**src/rtl/bus_sel_ctrl.sv**
```systemverilog
// -----------------------------------------------------------------------------
// bus_sel_ctrl
//   Arbitrates shared-bus drive requests from NUM_SRC sources. The lowest-index
//   requester wins. The grant is registered one cycle after src_en is sampled.
//   While hold is high, an active grant is frozen (LOCK state).
//
// Ports
//   clk          : clock; all state updates on the rising edge
//   clr          : synchronous active-high reset
//   src_en       : per-source drive request, bit i = source i
//   hold         : freezes the current grant while high
//   grant        : registered one-hot grant (all zero when idle)
//   sel          : registered binary index of the granted source (0 when idle)
//   sel_valid    : high while a grant is active
//   conflict     : one-cycle pulse aligned with a grant decided from >1 request
//   conflict_cnt : saturating (255) count of conflict pulses
//
// Configuration
//   BUS_CONFLICT_CNT_EN : when defined, conflict_cnt is a live counter;
//                         otherwise it is tied to 0 and no counter is built.
// -----------------------------------------------------------------------------
module bus_sel_ctrl #(
    parameter int unsigned NUM_SRC = 24,
    parameter int unsigned SEL_W   = 5
) (
    input  logic               clk,
    input  logic               clr,
    input  logic [NUM_SRC-1:0] src_en,
    input  logic               hold,
    output logic [NUM_SRC-1:0] grant,
    output logic [SEL_W-1:0]   sel,
    output logic               sel_valid,
    output logic               conflict,
    output logic [7:0]         conflict_cnt
);

    localparam int unsigned CNT_W = 8;

    typedef enum logic [1:0] {
        IDLE  = 2'd0,
        DRIVE = 2'd1,
        LOCK  = 2'd2
    } state_e;

    state_e               state_q, state_d;
    logic [NUM_SRC-1:0]   grant_q, grant_d;
    logic [SEL_W-1:0]     sel_q, sel_d;
    logic                 valid_q, valid_d;
    logic                 conflict_q, conflict_d;

    logic [NUM_SRC-1:0]   pick_oh;
    logic [SEL_W-1:0]     pick_idx;
    logic                 any_req;
    logic                 multi_req;

    // Lowest-index request wins: scan downwards so the last hit is the lowest.
    always_comb begin
        pick_oh  = '0;
        pick_idx = '0;
        for (int i = int'(NUM_SRC) - 1; i >= 0; i--) begin
            if (src_en[i]) begin
                pick_oh    = '0;
                pick_oh[i] = 1'b1;
                pick_idx   = SEL_W'(i);
            end
        end
    end

    assign any_req   = |src_en;
    // Clearing the lowest set bit leaves something only if >1 bit was set.
    assign multi_req = |(src_en & (src_en - {{(NUM_SRC-1){1'b0}}, 1'b1}));

    // State and output registers
    always_ff @(posedge clk) begin
        if (clr) begin
            state_q    <= IDLE;
            grant_q    <= '0;
            sel_q      <= '0;
            valid_q    <= 1'b0;
            conflict_q <= 1'b0;
        end else begin
            state_q    <= state_d;
            grant_q    <= grant_d;
            sel_q      <= sel_d;
            valid_q    <= valid_d;
            conflict_q <= conflict_d;
        end
    end

    // Next-state logic
    always_comb begin
        state_d = state_q;
        case (state_q)
            IDLE: begin
                if (!hold && any_req) state_d = DRIVE;
            end
            DRIVE: begin
                if (hold)          state_d = LOCK;
                else if (!any_req) state_d = IDLE;
            end
            LOCK: begin
                if (!hold) state_d = any_req ? DRIVE : IDLE;
            end
            default: state_d = IDLE;
        endcase
    end

    // Output next-values, keyed on the state being entered
    always_comb begin
        grant_d    = grant_q;
        sel_d      = sel_q;
        valid_d    = valid_q;
        conflict_d = 1'b0;
        case (state_d)
            IDLE: begin
                grant_d = '0;
                sel_d   = '0;
                valid_d = 1'b0;
            end
            DRIVE: begin
                grant_d = pick_oh;
                sel_d   = pick_idx;
                valid_d = 1'b1;
            end
            default: ; // LOCK keeps the frozen grant
        endcase
        // Only fresh decisions made outside LOCK can flag a conflict.
        if (state_q != LOCK && state_d == DRIVE && multi_req) conflict_d = 1'b1;
    end

    assign grant     = grant_q;
    assign sel       = sel_q;
    assign sel_valid = valid_q;
    assign conflict  = conflict_q;

`ifdef BUS_CONFLICT_CNT_EN
    logic [CNT_W-1:0] cnt_q, cnt_d;

    // Saturating count, stepped together with the conflict pulse register.
    always_comb begin
        cnt_d = cnt_q;
        if (conflict_d && (cnt_q != {CNT_W{1'b1}})) cnt_d = cnt_q + CNT_W'(1);
    end

    always_ff @(posedge clk) begin
        if (clr) cnt_q <= '0;
        else     cnt_q <= cnt_d;
    end

    assign conflict_cnt = cnt_q;
`else
    assign conflict_cnt = CNT_W'(0);
`endif

endmodule

```
**config.mk**
```make
export PLATFORM = sky130hd
export DESIGN_NAME = bus_sel_ctrl
export DESIGN_NICKNAME = d
export VERILOG_FILES = /design/src/rtl/bus_sel_ctrl.sv
export SDC_FILE = /design/constraint.sdc
export NUM_CORES = 1
export LEC_CHECK = 0
export ABC_AREA = 1
export CAP_MARGIN = 25
export CORE_ASPECT_RATIO = 0.75
export CORE_UTILIZATION = 43
export DETAILED_ROUTE_END_ITERATION = 8
export MAX_ROUTING_LAYER = met4
export PLACE_DENSITY = 0.84
export SLEW_MARGIN = 20
export SYNTH_ARGS = -nofsm -noshare
export SYNTH_HDL_FRONTEND = slang
export SYNTH_SLANG_ARGS = --single-unit
```
**constraint.sdc**
```tcl
create_clock -name clk -period 2.3 [get_ports clk]
set_input_delay 0.69 -clock clk [delete_from_list [all_inputs] [get_ports clk]]
set_output_delay 0.69 -clock clk [all_outputs]
set_load 0.01 [all_outputs]
```
# Yosys cells after proc, flatten, opt, wreduce, memory -nomap -nowiden
# Index checks and enable logic that the tools add are counted.
[op_classes]
add_sub_neg = 1
eq_ne = 4
n_mux = 58
bitwise = 1
n_reduce_logical = 9
[ops]
columns = ["cell", "count"]
rows = [
  ["$mux 24", 24],
  ["$mux 5", 24],
  ["$pmux 24 s2", 1],
  ["$reduce_or 24->1", 2],
  ["$and 24x24->24", 1],
  ["$sub 24x1->24 const B", 1],
  ["$pmux 5 s2", 1],
  ["$mux 2", 4],
  ["$pmux 2 s3", 1],
  ["$eq 2x1->1 const B", 2],
  ["$logic_not 2->1", 2],
  ["$logic_and 1x1->1", 3],
  ["$eq 2x2->1 const B", 1],
  ["$mux 1", 2],
  ["$ne 2x2->1 const B", 1],
  ["$pmux 1 s2", 1],
  ["$reduce_bool 2->1", 1],
  ["$logic_not 1->1", 1],
]
[word_totals]
register_bits = 33
inputBits = 27
output_inout_bits = 39

# Logic depth before layout (Yosys ltp)
# Gate-level depths: netlist of the first run.
[logic_depth]
ltp_word = 25
ltp_mapped = 23

# Least setup slack after synthesis of the first run
# OpenSTA, ideal clock, no wires.
[synth_timing]
path_type = "in2reg"
startpoint = "input src_en[15]"
endpoint = "register grant_q[13] (netlist: grant[13])"
setup_ns = 0.117
t_arrival_ns = 1.888
required_ns = 2.183
setup_slack_ns = 0.295
cell_stages = 13
cell_sequence = "nor2_1 nand2_1 nor2_2 inv_1 nor2_4 nand2_4 nand2_4 nor2_8 inv_6 nor2_8 inv_8 nor2_8 a32o_1"
[synth_between]
elab_chain_len = 17
[synth_lines]
columns = ["item", "line_no", "source"]
rows = [
  ["start: declaration", "28", "input logic [NUM_SRC-1:0] src_en,"],
  ["$mux 24 (16 in series)", "61", "if (src_en[i]) begin"],
  ["$pmux 24 s2", "114", "case (state_d)"],
  ["end signal: assignment", "83", "grant_q <= grant_d;"],
  ["end: declaration", "46", "logic [NUM_SRC-1:0] grant_q, grant_d;"],
]
# Parallel ways exist; a longest one is shown, timed or not.
# A chain may end at the register's enable or synchronous reset.

# Worst setup path in the final report of the first run
[layout_timing]
startpoint = "input src_en[18]"
endpoint = "register grant_q[17] (netlist: grant[17])"
[layout_between]
elab_chain_len = 20
[layout_lines]
columns = ["item", "line_no"]
rows = [
  ["$mux 24 (19 in series)", "61"],
  ["$pmux 24 s2", "114"],
]
# Parallel ways exist; a longest one is shown, timed or not.

==> impl_results.md, run 1 <==
* Crit path time final at 2.23 ns
* Placed insts at 498
* Max-slew violations at 0
* Filler cell count at about 340
* Initial antenna violation count at 0
* Routability cong. at a little under 1
* CTS sink cnt at 33
* Worst Skew at around 0.0022 ns
* WHS at about 0.46 ns
* CTS Hold Bufs at 0
* Outcome: completed
* Final hold viol count at 0
* CP bufs+invs at 5
* Layout Cells excl Fill at slightly above 500
* Reg2reg setup slack at a little under 0.8 ns
* Netlist Area Pre-Place at 0.00210 sq mm
* Worst Hold Class: register to register
* Area delta synth->final at 69.1%
* Via count at roughly 2.6k
* Clk root buf: clkbuf_8
* Crit Reg-Reg Endpoint: grant[8]$_SDFFE_PP0P_
* Min-delay src: sel_valid$_SDFFE_PP0P_
* EDFF count, synth at 0
* Cell family with most CP delay: buffers and inverters
* Syn Area/Cell at ~7 sq um
* #FFs+latches synth at 33
* Final global-route overflow total at 0
* Startpoint Class: input port
* CP peak stage delay at about 0.5 ns
* CTS tree: yes
* Worst path cell trace: clkdlybuf4s50_1 -> nor2_1 -> nand2_1 -> nor2_1 -> buf_4 -> nand2_4 -> nand2_4 -> nor2_8 -> inv_6 -> nor2_8 -> inv_8 -> buf_4 -> o31ai_2
* DP Wirelength at between 5000 and 6000 um
* Core area at between 0.004 and 0.005 sq mm
* I/O Pins at 66
* Post-synth ARST share at 0%
* Hold depth at 2
* Final Cycle Share at between 90% and 100%
* Static Leak at 1.77 nW
* Vias in the first global route at 2531
* Share of layout cells above drive strength 1 at between 30% and 40%
* Vias/cell at 5.08
* Reg-to-reg startpoint: state_q[1]$_SDFF_PP0_
* Starting density of the core at a little under half
* CTS Buf Count at 5
* Most frequent cells in the layout: buf_4, nand2_1, inv_1, clkdlybuf4s50_1, dfxtp_1
* Worst-Skew Late Latency at approximately 0.28 ns
* DR iter-0 viols at approximately 160
* Routed wire per std cell at ~14 um
* Synth Instances at between 300 and 400
* Row count at 21
* First-pass GRT wire length at about 12000 um
* # diodes at 0
* Max Cap Violations at 0
* Largest net degree at the start of global routing at 19
* PortBufs at 57
* Maximum clock rate at approximately 0.45 GHz
* CP required at 2.49 ns
* Die Span Y at between 60 and 70 um
* Synth Area in Compound Gates at between 10% and 20%
* 1st-pass router iterations at 6
* Synth Flop Type: dfxtp_1
* Setup-failing EPs final at 0
* Nets at roughly 480
* Worst Path Class, Setup: input port to register
* Clk buf depth at 2
* Total track usage at slightly above 30%
* Die ar. at about 0.0052 sq mm
* Width of the die at about 83 um
* Hold Path End: sel_valid$_SDFFE_PP0P_
* Most common cell after layout, fill and taps aside: buf_4
* CP max-delay cell: clkdlybuf4s50_1
* Multiplexer area fraction after synthesis at 0%
* VDD IR max at ~310 uV
* Clk pin slew, worst setup/hold paths at approximately 0.070 ns
* Routed WL at around 7200 um
* Crit-path max FO at 7
* Synth Area in Simple Gates at between 30% and 40%
* Yosys cell types at 34
* Post-Synth XOR/XNOR Area at 0%
* CP arrival at around 2.4 ns
* Worst Reg-to-Reg Cells at 7
* Largest family of logic cells by synthesized area: simple AND/OR/NAND/NOR gates
* Critical path capture point type: register
* Detail Route Antenna Nets at 0
* Synth Area in Adders at 0%
* Pwr dens at between 300 and 400 mW/mm^2
* Ys Warns at 0
* H-tree depth at 2
* Seq/Total Area, Yosys at about a third
* Residual DRC count at 0
cell families after synthesis:
logic type / count (synthesis)
compound gates: 48
other cells: 1
flops: 33
simple gates: 160
buf+inv: 61
registers in the layout, summed over array words and instances, names as in the netlist:
name / flops
grant: 24
state_q: 2
sel: 5
sel_valid: 1
conflict: 1
report_power, final:
part           switching (W)  total, W  internal [W]  leakage, nW
Clock               0.000209  0.000418      0.000209       0.0450
Sequential        0.00000412  0.000583      0.000579        0.267
Combinational       0.000174  0.000330      0.000156         1.46
Total               0.000387   0.00133      0.000944         1.77
metrics by stage:
step	util, %	total power (W)	setup WS (ns)	setup TNS [ns]	area (sq um)
after floorplan	-	0.000725	0.295	0	2130
after global placement	73.0	0.000905	-0.320	-7.05	3340
after detailed placement	73.0	0.000911	-0.441	-8.40	3340
after CTS	76.0	0.00132	0.00187	0	3470
after global routing	77.8	0.00140	-0.0285	-0.0864	3560
final	77.8	0.00133	0.0727	0	3560
cell usage after synthesis (3+ instances only):
library cell  count  share of area, %
nor3_1            6               1.4
nor2_8            4               3.8
nor2_1           28               5.0
nand2_4           5               2.7
nor4_1            4               1.2
buf_4             8               2.9
inv_2             6               1.1
nor2_2            8               2.4
nand4_1           6               1.8
nand2_1          80                14
dfxtp_1          33                31
buf_2             3              0.71
nor3_2            3               1.4
a32o_1            3               1.4
o31ai_1          10               3.6
nand3_1          12               2.9
inv_1            40               7.1
o21ai_0          16               3.8
a21oi_1           7               1.7
o41ai_1           3               1.2
nor2_4            3               1.6
worst max-delay path by stage:
stage | startpoint | cells past startpoint | endpoint | slack (ns)
2_1_floorplan | src_en[15] | 13 | grant[13]$_SDFFE_PP0P_ | 0.29
3_3_place_gp | src_en[7] | 15 | grant[21]$_SDFFE_PP0P_ | -0.32
3_5_place_dp | src_en[0] | 14 | conflict$_SDFF_PP0_ | -0.44
4_1_cts | src_en[11] | 11 | conflict$_SDFF_PP0_ | 0.002
5_1_grt | src_en[18] | 13 | sel[2]$_SDFFE_PP0P_ | -0.03
6_report | src_en[18] | 13 | grant[17]$_SDFFE_PP0P_ | 0.07
per-layer routing:
layer	GRT usage (%)	routed length (um)	up-vias
met4	8.19	66	0
met5	-	0	-
met1	38.9	3250	1198
li1	-	-	1275
met3	6.86	491	11
met2	46.9	3440	102
final cells by class:
class                   instances  area [sq um]  share of cell area (%)
clock inverters                 2          10.0                   0.281
repair buffers                146          1260                    35.4
clock buffers                   6          72.6                    2.04
flip-flops and latches         33           661                    18.6
well taps                      57          71.3                    2.00
inverters                      49           201                    5.66
multi-input cells             216          1280                    36.1
worst min-delay path, stage by stage (launching register included):
cell,delay (ns)
dfxtp_1,0.31
nand2_1,0.06
nand2_1,0.05
what timing repair did:
item	in CTS	in global routing
pin swaps	9	11
setup endpoints to repair	13	15
cloned	0	0
resized for setup	22	29
buffers inserted	3	0
Power figures use the tool's default switching activity.
==> run 2: changes to the inputs <==
- SLEW_MARGIN: 20 -> not set
==> results of run 2 <==
Final layout, timing and power as in run 1 (identical DEF).
